--- config.mk ---
export PLATFORM = sky130hd
export DESIGN_NAME = csr_regfile_flat
export DESIGN_NICKNAME = d
export VERILOG_FILES = /design/src/rtl/csr_regfile_if.sv /design/src/rtl/csr_regfile.sv /design/src/flat_wrapper.sv
export SDC_FILE = /design/constraint.sdc
export NUM_CORES = 1
export LEC_CHECK = 0
export CORE_MARGIN = 2
export CORE_UTILIZATION = 60
export CTS_BUF_LIST = sky130_fd_sc_hd__clkbuf_4
export DETAILED_ROUTE_END_ITERATION = 6
export DONT_BUFFER_PORTS = 1
export PLACE_DENSITY = 0.76
export SKIP_CTS_REPAIR_TIMING = 1
export SLEW_MARGIN = 5
export SYNTH_ARGS = -nofsm -noshare
export SYNTH_HDL_FRONTEND = slang
export SYNTH_SLANG_ARGS = --single-unit
export TNS_END_PERCENT = 100
--- constraint.sdc ---
create_clock -name clk -period 5.2 [get_ports clk]
set_clock_uncertainty 0.2 [all_clocks]
set_input_delay 1.04 -clock clk [delete_from_list [all_inputs] [get_ports clk]]
set_output_delay 1.04 -clock clk [all_outputs]
set_load 0.02 [all_outputs]
--- src/rtl/csr_regfile_if.sv ---
// CSR/exception interface between the WB stage (master) and the CSR file (slave).
// clk and resetn are kept as plain ports on the modules.
interface csr_regfile_if;
    logic        csr_re;
    logic [13:0] csr_num;
    logic [31:0] csr_rvalue;
    logic        csr_we;
    logic [31:0] csr_wmask;
    logic [31:0] csr_wvalue;
    logic        ertn_flush;
    logic        wb_ex;
    logic [31:0] wb_pc;
    logic [5:0]  wb_ecode;
    logic [8:0]  wb_esubcode;
    logic [31:0] wb_vaddr;
    logic [7:0]  hw_int_in;
    logic        ipi_int_in;
    logic [31:0] ex_entry;
    logic [31:0] ertn_entry;
    logic        has_int;

    modport master (
        output csr_re, csr_num, csr_we, csr_wmask, csr_wvalue,
               ertn_flush, wb_ex, wb_pc, wb_ecode, wb_esubcode, wb_vaddr,
               hw_int_in, ipi_int_in,
        input  csr_rvalue, ex_entry, ertn_entry, has_int
    );

    modport slave (
        input  csr_re, csr_num, csr_we, csr_wmask, csr_wvalue,
               ertn_flush, wb_ex, wb_pc, wb_ecode, wb_esubcode, wb_vaddr,
               hw_int_in, ipi_int_in,
        output csr_rvalue, ex_entry, ertn_entry, has_int
    );
endinterface

--- src/rtl/csr_regfile.sv ---
// LoongArch-32 CSR file: masked CSR reads/writes, exception/ertn commit, interrupt pending.
// Define CSR_TIMER_EN to build the stable timer (TCFG/TVAL/TICLR and ESTAT.IS[11]).
module csr_regfile #(
    parameter logic [31:0] TID_INIT = 32'h0
) (
    input  logic         clk,
    input  logic         resetn,
    csr_regfile_if.slave bus
);
    localparam logic [13:0] CSR_CRMD   = 14'h000;
    localparam logic [13:0] CSR_PRMD   = 14'h001;
    localparam logic [13:0] CSR_ECFG   = 14'h004;
    localparam logic [13:0] CSR_ESTAT  = 14'h005;
    localparam logic [13:0] CSR_ERA    = 14'h006;
    localparam logic [13:0] CSR_BADV   = 14'h007;
    localparam logic [13:0] CSR_EENTRY = 14'h00c;
    localparam logic [13:0] CSR_SAVE0  = 14'h030;
    localparam logic [13:0] CSR_SAVE1  = 14'h031;
    localparam logic [13:0] CSR_SAVE2  = 14'h032;
    localparam logic [13:0] CSR_SAVE3  = 14'h033;
    localparam logic [13:0] CSR_TID    = 14'h040;
    localparam logic [13:0] CSR_TCFG   = 14'h041;
    localparam logic [13:0] CSR_TVAL   = 14'h042;
    localparam logic [13:0] CSR_TICLR  = 14'h044;

    localparam logic [31:0] WM_CRMD    = 32'h0000_01ff;
    localparam logic [31:0] WM_PRMD    = 32'h0000_0007;
    localparam logic [31:0] WM_ECFG    = 32'h0000_1bff;
    localparam logic [31:0] WM_EENTRY  = 32'hffff_ffc0;
    localparam logic [31:0] CRMD_RESET = 32'h0000_0008;

    localparam logic [5:0]  ECODE_ADEF = 6'h08;
    localparam logic [5:0]  ECODE_ALE  = 6'h09;

    logic [31:0] crmd_q, crmd_d;
    logic [31:0] prmd_q, prmd_d;
    logic [31:0] ecfg_q, ecfg_d;
    logic [31:0] estat_q, estat_d;
    logic [31:0] era_q, era_d;
    logic [31:0] badv_q, badv_d;
    logic [31:0] eentry_q, eentry_d;
    logic [31:0] tid_q, tid_d;
    logic [31:0] save_q [4];
    logic [31:0] save_d [4];

    logic        wr_en;
    logic [31:0] csr_cur;
    logic [31:0] wr_merged;
    logic        timer_is_d;

    // Only the writable bits take the merged value; the rest keep their current contents.
    function automatic logic [31:0] apply_wr(input logic [31:0] old,
                                             input logic [31:0] writable,
                                             input logic [31:0] merged);
        return (old & ~writable) | (merged & writable);
    endfunction

    assign wr_en     = bus.csr_we & ~bus.wb_ex & ~bus.ertn_flush;
    assign wr_merged = (csr_cur & ~bus.csr_wmask) | (bus.csr_wvalue & bus.csr_wmask);

`ifdef CSR_TIMER_EN
    logic [31:0] tcfg_q, tcfg_d;
    logic [31:0] tval_q, tval_d;
    logic        tcfg_wr;
    logic        ticlr_wr;
    logic        timer_fire;

    assign tcfg_wr    = wr_en & (bus.csr_num == CSR_TCFG);
    assign ticlr_wr   = wr_en & (bus.csr_num == CSR_TICLR) & bus.csr_wvalue[0] & bus.csr_wmask[0];
    assign timer_fire = ~tcfg_wr & tcfg_q[0] & (tval_q == 32'd1);
    // A set from expiry beats a same-cycle TICLR clear.
    assign timer_is_d = timer_fire ? 1'b1 : (ticlr_wr ? 1'b0 : estat_q[11]);

    always_comb begin
        tcfg_d = tcfg_q;
        tval_d = tval_q;
        if (tcfg_wr) begin
            tcfg_d = wr_merged;
            tval_d = {wr_merged[31:2], 2'b00};
        end else if (tcfg_q[0] && (tval_q != 32'd0)) begin
            if (timer_fire) begin
                tval_d = tcfg_q[1] ? {tcfg_q[31:2], 2'b00} : 32'd0;
            end else begin
                tval_d = tval_q - 32'd1;
            end
        end
    end

    always_ff @(posedge clk) begin
        if (!resetn) begin
            tcfg_q <= 32'd0;
            tval_q <= 32'd0;
        end else begin
            tcfg_q <= tcfg_d;
            tval_q <= tval_d;
        end
    end
`else
    assign timer_is_d = 1'b0;
`endif

    always_comb begin
        csr_cur = 32'd0;
        case (bus.csr_num)
            CSR_CRMD:   csr_cur = crmd_q;
            CSR_PRMD:   csr_cur = prmd_q;
            CSR_ECFG:   csr_cur = ecfg_q;
            CSR_ESTAT:  csr_cur = estat_q;
            CSR_ERA:    csr_cur = era_q;
            CSR_BADV:   csr_cur = badv_q;
            CSR_EENTRY: csr_cur = eentry_q;
            CSR_SAVE0:  csr_cur = save_q[0];
            CSR_SAVE1:  csr_cur = save_q[1];
            CSR_SAVE2:  csr_cur = save_q[2];
            CSR_SAVE3:  csr_cur = save_q[3];
            CSR_TID:    csr_cur = tid_q;
`ifdef CSR_TIMER_EN
            CSR_TCFG:   csr_cur = tcfg_q;
            CSR_TVAL:   csr_cur = tval_q;
`endif
            default:    csr_cur = 32'd0;
        endcase
    end

    always_comb begin
        crmd_d   = crmd_q;
        prmd_d   = prmd_q;
        ecfg_d   = ecfg_q;
        era_d    = era_q;
        badv_d   = badv_q;
        eentry_d = eentry_q;
        tid_d    = tid_q;
        save_d   = save_q;

        estat_d        = estat_q;
        estat_d[9:2]   = bus.hw_int_in;
        estat_d[11]    = timer_is_d;
        estat_d[12]    = bus.ipi_int_in;

        // wb_ex > ertn_flush > csr write; a lower-priority request is dropped entirely.
        if (bus.wb_ex) begin
            prmd_d[2:0]     = crmd_q[2:0];
            crmd_d[2:0]     = 3'b000;
            era_d           = bus.wb_pc;
            estat_d[21:16]  = bus.wb_ecode;
            estat_d[30:22]  = bus.wb_esubcode;
            if (bus.wb_ecode == ECODE_ADEF) begin
                badv_d = bus.wb_pc;
            end else if (bus.wb_ecode == ECODE_ALE) begin
                badv_d = bus.wb_vaddr;
            end
        end else if (bus.ertn_flush) begin
            crmd_d[2:0] = prmd_q[2:0];
        end else if (wr_en) begin
            case (bus.csr_num)
                CSR_CRMD:   crmd_d   = apply_wr(crmd_q, WM_CRMD, wr_merged);
                CSR_PRMD:   prmd_d   = apply_wr(prmd_q, WM_PRMD, wr_merged);
                CSR_ECFG:   ecfg_d   = apply_wr(ecfg_q, WM_ECFG, wr_merged);
                CSR_ESTAT:  estat_d[1:0] = wr_merged[1:0];
                CSR_ERA:    era_d    = wr_merged;
                CSR_BADV:   badv_d   = wr_merged;
                CSR_EENTRY: eentry_d = apply_wr(eentry_q, WM_EENTRY, wr_merged);
                CSR_SAVE0:  save_d[0] = wr_merged;
                CSR_SAVE1:  save_d[1] = wr_merged;
                CSR_SAVE2:  save_d[2] = wr_merged;
                CSR_SAVE3:  save_d[3] = wr_merged;
                CSR_TID:    tid_d    = wr_merged;
                default:    ;
            endcase
        end
    end

    always_ff @(posedge clk) begin
        if (!resetn) begin
            crmd_q   <= CRMD_RESET;
            prmd_q   <= 32'd0;
            ecfg_q   <= 32'd0;
            estat_q  <= 32'd0;
            era_q    <= 32'd0;
            badv_q   <= 32'd0;
            eentry_q <= 32'd0;
            tid_q    <= TID_INIT;
            for (int i = 0; i < 4; i++) begin
                save_q[i] <= 32'd0;
            end
        end else begin
            crmd_q   <= crmd_d;
            prmd_q   <= prmd_d;
            ecfg_q   <= ecfg_d;
            estat_q  <= estat_d;
            era_q    <= era_d;
            badv_q   <= badv_d;
            eentry_q <= eentry_d;
            tid_q    <= tid_d;
            for (int i = 0; i < 4; i++) begin
                save_q[i] <= save_d[i];
            end
        end
    end

    assign bus.csr_rvalue = bus.csr_re ? csr_cur : 32'd0;
    assign bus.ex_entry   = eentry_q;
    assign bus.ertn_entry = era_q;
    assign bus.has_int    = crmd_q[2] & (|(estat_q[12:0] & ecfg_q[12:0]));
endmodule

--- src/flat_wrapper.sv ---
// flat-port wrapper written by rule: the top's interface ports become plain ports
module csr_regfile_flat 
#(
    parameter logic [31:0] TID_INIT = 32'h0
)
  (clk, resetn, bus_csr_re, bus_csr_num, bus_csr_we, bus_csr_wmask, bus_csr_wvalue, bus_ertn_flush, bus_wb_ex, bus_wb_pc, bus_wb_ecode, bus_wb_esubcode, bus_wb_vaddr, bus_hw_int_in, bus_ipi_int_in, bus_csr_rvalue, bus_ex_entry, bus_ertn_entry, bus_has_int);
  csr_regfile_if bus_i ();
  input  logic clk;
  input  logic resetn;
  input wire logic [$bits(bus_i.csr_re)-1:0] bus_csr_re;
  input wire logic [$bits(bus_i.csr_num)-1:0] bus_csr_num;
  input wire logic [$bits(bus_i.csr_we)-1:0] bus_csr_we;
  input wire logic [$bits(bus_i.csr_wmask)-1:0] bus_csr_wmask;
  input wire logic [$bits(bus_i.csr_wvalue)-1:0] bus_csr_wvalue;
  input wire logic [$bits(bus_i.ertn_flush)-1:0] bus_ertn_flush;
  input wire logic [$bits(bus_i.wb_ex)-1:0] bus_wb_ex;
  input wire logic [$bits(bus_i.wb_pc)-1:0] bus_wb_pc;
  input wire logic [$bits(bus_i.wb_ecode)-1:0] bus_wb_ecode;
  input wire logic [$bits(bus_i.wb_esubcode)-1:0] bus_wb_esubcode;
  input wire logic [$bits(bus_i.wb_vaddr)-1:0] bus_wb_vaddr;
  input wire logic [$bits(bus_i.hw_int_in)-1:0] bus_hw_int_in;
  input wire logic [$bits(bus_i.ipi_int_in)-1:0] bus_ipi_int_in;
  output wire logic [$bits(bus_i.csr_rvalue)-1:0] bus_csr_rvalue;
  output wire logic [$bits(bus_i.ex_entry)-1:0] bus_ex_entry;
  output wire logic [$bits(bus_i.ertn_entry)-1:0] bus_ertn_entry;
  output wire logic [$bits(bus_i.has_int)-1:0] bus_has_int;
  assign bus_i.csr_re = bus_csr_re;
  assign bus_i.csr_num = bus_csr_num;
  assign bus_i.csr_we = bus_csr_we;
  assign bus_i.csr_wmask = bus_csr_wmask;
  assign bus_i.csr_wvalue = bus_csr_wvalue;
  assign bus_i.ertn_flush = bus_ertn_flush;
  assign bus_i.wb_ex = bus_wb_ex;
  assign bus_i.wb_pc = bus_wb_pc;
  assign bus_i.wb_ecode = bus_wb_ecode;
  assign bus_i.wb_esubcode = bus_wb_esubcode;
  assign bus_i.wb_vaddr = bus_wb_vaddr;
  assign bus_i.hw_int_in = bus_hw_int_in;
  assign bus_i.ipi_int_in = bus_ipi_int_in;
  assign bus_csr_rvalue = bus_i.csr_rvalue;
  assign bus_ex_entry = bus_i.ex_entry;
  assign bus_ertn_entry = bus_i.ertn_entry;
  assign bus_has_int = bus_i.has_int;
  csr_regfile #(.TID_INIT(TID_INIT)) u_core (.clk(clk), .resetn(resetn), .bus(bus_i));
endmodule
After elaboration in Yosys (flattened, before gate mapping)
Index checks and enable logic that the tools add are counted.
{ "word_totals": {"inputBits": 172, "ff_bits": 379} }
{ "op_classes": {"reduce_logical": 23, "bitwise_logic": 15, "muxes": 19, "n_eq_ne": 15} }
{ "ops": {"columns": ["cell", "count"], "rows": [
  ["$pmux W32 S12", 1],
  ["$mux W32", 11],
  ["$and A32 B32 Y32", 2],
  ["$eq A14 B3 Y1 const B", 4],
  ["$eq A14 B6 Y1 const B", 4],
  ["$reduce_and A4 Y1", 11],
  ["$not A32 Y32", 1],
  ["$or A32 B13 Y32", 1],
  ["$or A32 B3 Y32", 1],
  ["$or A32 B32 Y32", 1],
  ["$or A32 B9 Y32", 1],
  ["$or A6 B32 Y32", 1],
  ["$mux W3", 7],
  ["$eq A14 B1 Y1 const B", 1],
  ["$eq A14 B4 Y1 const B", 1],
  ["$eq A14 B7 Y1 const B", 1],
  ["$logic_not A14 Y1", 1],
  ["$and A13 B13 Y13", 1],
  ["$reduce_or A13 Y1", 1],
  ["$eq A6 B4 Y1 const B", 2],
  ["$reduce_bool A2 Y1", 6],
  ["$reduce_and A3 Y1", 2],
  ["$and A1 B1 Y1", 3],
  ["$ne A3 B1 Y1 const B", 1],
  ["other kinds (4)", 6]
]} }

Longest topological paths before layout
{ "logic_depth": {"ltp_word": 9, "ltp_mapped": 11, "ltp_nobuf": 6} }

Least setup slack after synthesis
OpenSTA, ideal clock, no wires.
{ "synth_path": {"path_type": "input port to output port", "start": "input port bus_csr_num[9]", "end": "output port bus_csr_rvalue[7]", "setup_slack_ns": 0.955, "n_path_buf": 4, "cell_stages": 10, "arrival_time_ns": 3.005, "cell_sequence": "or4_4 > buf_6 > buf_8 > nor4_4 > buf_6 > a22oi_1 > nand2_1 > buf_4 > a211oi_1 > nor2_1"} }
{ "synth_between": {"elab_chain_cells": 3, "word_cells_on_any_way": 14, "classes_between": "11 x eq/ne; 2 x mux; 1 x reduce/logical"} }
{ "synth_rtl": {"columns": ["item", "line_no", "rtl"], "rows": [
  ["from (decl)", "flat_wrapper.sv:11", "input wire logic [$bits(bus_i.csr_num)-1:0] bus_csr_num;"],
  ["$eq A14 B7 Y1, or another cell as far along", "csr_regfile.sv:104", "case (bus.csr_num)"],
  ["$pmux W32 S12 (*)", "csr_regfile.sv:104", null],
  ["$mux W32 (*)", "csr_regfile.sv:201", "assign bus.csr_rvalue = bus.csr_re ? csr_cur : 32'd0;"],
  ["to (decl)", "flat_wrapper.sv:23", "output wire logic [$bits(bus_i.csr_rvalue)-1:0] bus_csr_rvalue;"]
]} }
Every way passes the cells marked *; elsewhere a longest branch is shown, timed or not.

Final worst setup path
{ "layout_path": {"start": "input port bus_csr_num[9]", "end": "output port bus_csr_rvalue[5]"} }
Same word-level chain as after synthesis.

==> run_results.csv <==
group,metric,value,unit
status,status,"complete, but fails checks",
status,violations,"design-rule violations",
grt,antenna_found_initial,6,
drt,first_pass_iters,7,
clock_network,cts-root-buf,"clkbuf_4",
sta,rsz0062_at_grt,"no",
drt,avgRoutedWirePerCell,26.3,µm
sta,hold_ws,0.241,ns
power,switchingPower,0.00125,W
synthesis,synth_top_cells_by_area,"dfxtp_1, nand3_1, a21oi_1",
drt,dr.first_iter.drc_count,2409,
synthesis,synth_ff_type,"dfxtp_1",
grt,grtUsageTotal,0.419,
sta,hold_viol,0,
floorplan,io_pins,269,
clock_network,cts.sinks,300,
synthesis,synthMuxAreaShare,0.0839,
grt,overflow,0,
critical_path,startpoint,"bus_csr_num[9]",
place,place_ws,0.738,ns
drt,drt-total-wl,58300,µm
synthesis,postSynth.asyncResetShare,0,
drt,drc,51,
sta,period_needed,4.57,ns
power,intPower,0.00357,W
place,hpwl,39800,µm
synthesis,yosysTopAreaCell,"dfxtp_1",
cells_and_area,regArea,0.00601,mm²
cells_and_area,final_cell_area,0.0167,mm²
power,ir_drop,0.000194,V
critical_path,worst-path-buf-inv,2,
synthesis,synth-seq-cells,300,
clock_network,numCtsBuffers,81,
drt,viasPerCell,7.08,
sta,fin_ws,0.634,ns
critical_path,arrival,3.33,ns
hold_path,hold_path_class,"primary input to register",
sta,slew_headroom,0.220,
drt,vias,15713,
drt,postRouteAntennaNets,0,
floorplan,start_util,0.613,
hold_path,hold_start,"bus_hw_int_in[0]",
critical_path,r2r_cells,6,
critical_path,slowest_stage,"or4_4",
power,sw_frac_of_total,0.260,
cells_and_area,drive_gt1_frac,0.172,
power,pwr-share-seq,0.494,
synthesis,avgSynthCellArea,8.42,µm²
clock_network,clk_latency,0.72,ns
floorplan,dieArea,0.0271,mm²
place,post_dp_cell_area,0.0157,mm²
sta,max_freq,0.219,GHz
run,maxCapViolations,0,
synthesis,yosys_warnings,0,
cells_and_area,finalNonFillerCells,2218,
floorplan,fp.dieW,165,µm
critical_path,critPathTopFamily,"simple AND/OR/NAND/NOR gates",
power,comb_power_share,0.058,
synthesis,synthAdderAreaFrac,0,
synthesis,synth_cells,1837,
cells_and_area,final_common_cell,"dfxtp_1",
critical_path,crit_fanout,16,
floorplan,die_h,165,µm
sta,setup_tns,0,ns
synthesis,ys_types,83,
grt,grt_max_degree,181,
synthesis,yosys.area.top_type_share,0.388,
synthesis,synth_compound_area_frac,0.228,
cells_and_area,area_growth,7.99,%
synthesis,synth_top_family_by_area,"simple AND/OR/NAND/NOR gates",
sta,finalCritPeriodShare,0.878,
cells_and_area,multiInputGateArea,0.00865,mm²
synthesis,synth_xor_area_frac,0,
grt,grt_pass1_wl,85600,µm
place,place_congestion,1.02,
clock_network,clk_pin_slew_worst_paths,0.07,ns
floorplan,core,0.0253,mm²
critical_path,cp.required,3.96,ns
sta,drv_slew,0,
critical_path,crit_top_cell,"buf_4",
power,leakagePower,5.92,nW
hold_path,min_path_cells,1,
clock_network,clockBufferDepth,3,
sta,finalSetupViolCount,0,
critical_path,r2r_start,"u_core.bus.ertn_entry[1]$_SDFFE_PN0P_",
synthesis,syn_area,0.0155,mm²
cells_and_area,layout_common_cells,"dfxtp_1, nand2_1, nand3_1",
place,io_buffers,0,
power,p_clk_frac,0.448,
place,placedCellCount,2077,
critical_path,path_class,"primary input to primary output",
power,p_per_area,289,mW/mm²
synthesis,ys_seq_area_frac,0.388,
critical_path,path_depth,6,
clock_network,htree_num_levels,3,
grt,first_global_vias,14427,
critical_path,endpoint_kind,"primary output",
synthesis,synth_simple_gate_area_frac,0.244,
floorplan,rows,58,
synthesis,synth-edff-count,0,
critical_path,cpPeakStageDelay,0.75,ns
critical_path,cp_cell_sequence,"or4_4, nor4_4, buf_4, nand2_1, a31oi_1, buf_4",
cells_and_area,n_fill_cell,2177,
cells_and_area,layout.nets,2002,
sta,tightest_slew,1.17,ns
critical_path,start_kind,"primary input",
clock_network,tritoncts,"built",
## power by group through the flow
stage	Sequential [W]	Combinational, W	Clock, W
global route	0.00238	0.000293	0.00228
detailed placement	0.00243	0.000265	0
finish	0.00238	0.000280	0.00217
global placement	0.00243	0.000262	0
CTS	0.00238	0.000267	0.00216
floorplan	0.00242	0.000247	0
## sequential cells by signal, indices dropped and copies added (netlist names)
name	flops
u_core.bus.ex_entry	26
u_core.estat_q	26
u_core.prmd_q	3
u_core.save_q	128
u_core.crmd_q	9
u_core.ecfg_q	12
u_core.bus.ertn_entry	32
u_core.badv_q	32
u_core.tid_q	32
## final cells by class
type                    instances  share of cell area
multi-input cells            1363               0.518
flip-flops and latches        300               0.359
clock buffers                 121              0.0544
repair buffers                 74              0.0332
well taps                     330              0.0247
clock inverters                13             0.00704
inverters                      10             0.00240
diodes                          7             0.00105
## worst register-to-register path, cell delays in order, from the launching register on
cell,delay [ns]
dfxtp_1,0.42
mux4_2,0.54
nand3_1,0.10
a21oi_1,0.11
a2111oi_0,0.84
nand3b_1,0.51
mux2i_1,0.14
## Yosys cell counts, types with 8 or more instances
library cell and count:
a21o_1 9, a21oi_1 199, a222oi_1 18, a22o_1 10, a22oi_1 48, a31oi_1 31
and2_1 16, and3_1 15, buf_1 12, buf_2 35, buf_4 16, buf_6 10
clkbuf_1 95, dfxtp_1 300, inv_1 8, mux2_2 26, mux2i_1 39, mux4_2 26
nand2_1 239, nand2b_1 35, nand3_1 219, nand4_1 15, nand4b_2 9, nor2_1 55
nor3_1 14, nor3b_1 8, nor4_4 13, o211ai_1 35, o21ai_0 122, o21ai_1 13
o22ai_1 8, o2bb2ai_1 9, o31ai_1 19
## routing by layer
metal / vias up / global-route usage / routed length (µm)
met5: - / 0 / 0
met2: 1228 / 0.588 / 24100
met4: 0 / 0.188 / 2750
li1: 6815 / - / -
met1: 7447 / 0.560 / 22300
met3: 223 / 0.175 / 9270
## cell families after synthesis
family	count (synthesis)
flops	300
mux	93
simple gates	696
compound gates	568
other cells	1
buf+inv	179
## stage by stage
step	utilization	total power, W
detailed placement	0.620	0.00270
finish	0.662	0.00483
global placement	0.620	0.00269
CTS	0.661	0.00481
global route	0.662	0.00496
floorplan	-	0.00266
## worst paths after layout
kind | endpoint | slack, ns
worst min-delay path | u_core.estat_q[2]$_SDFF_PN0_ | 0.24
worst min register to register | u_core.save_q[49]$_SDFFE_PN0P_ | 0.25
worst max register to register | u_core.save_q[33]$_SDFFE_PN0P_ | 2.18
worst max-delay path | bus_csr_rvalue[5] | 0.63
No activity file was read; power rests on OpenSTA's default activity.
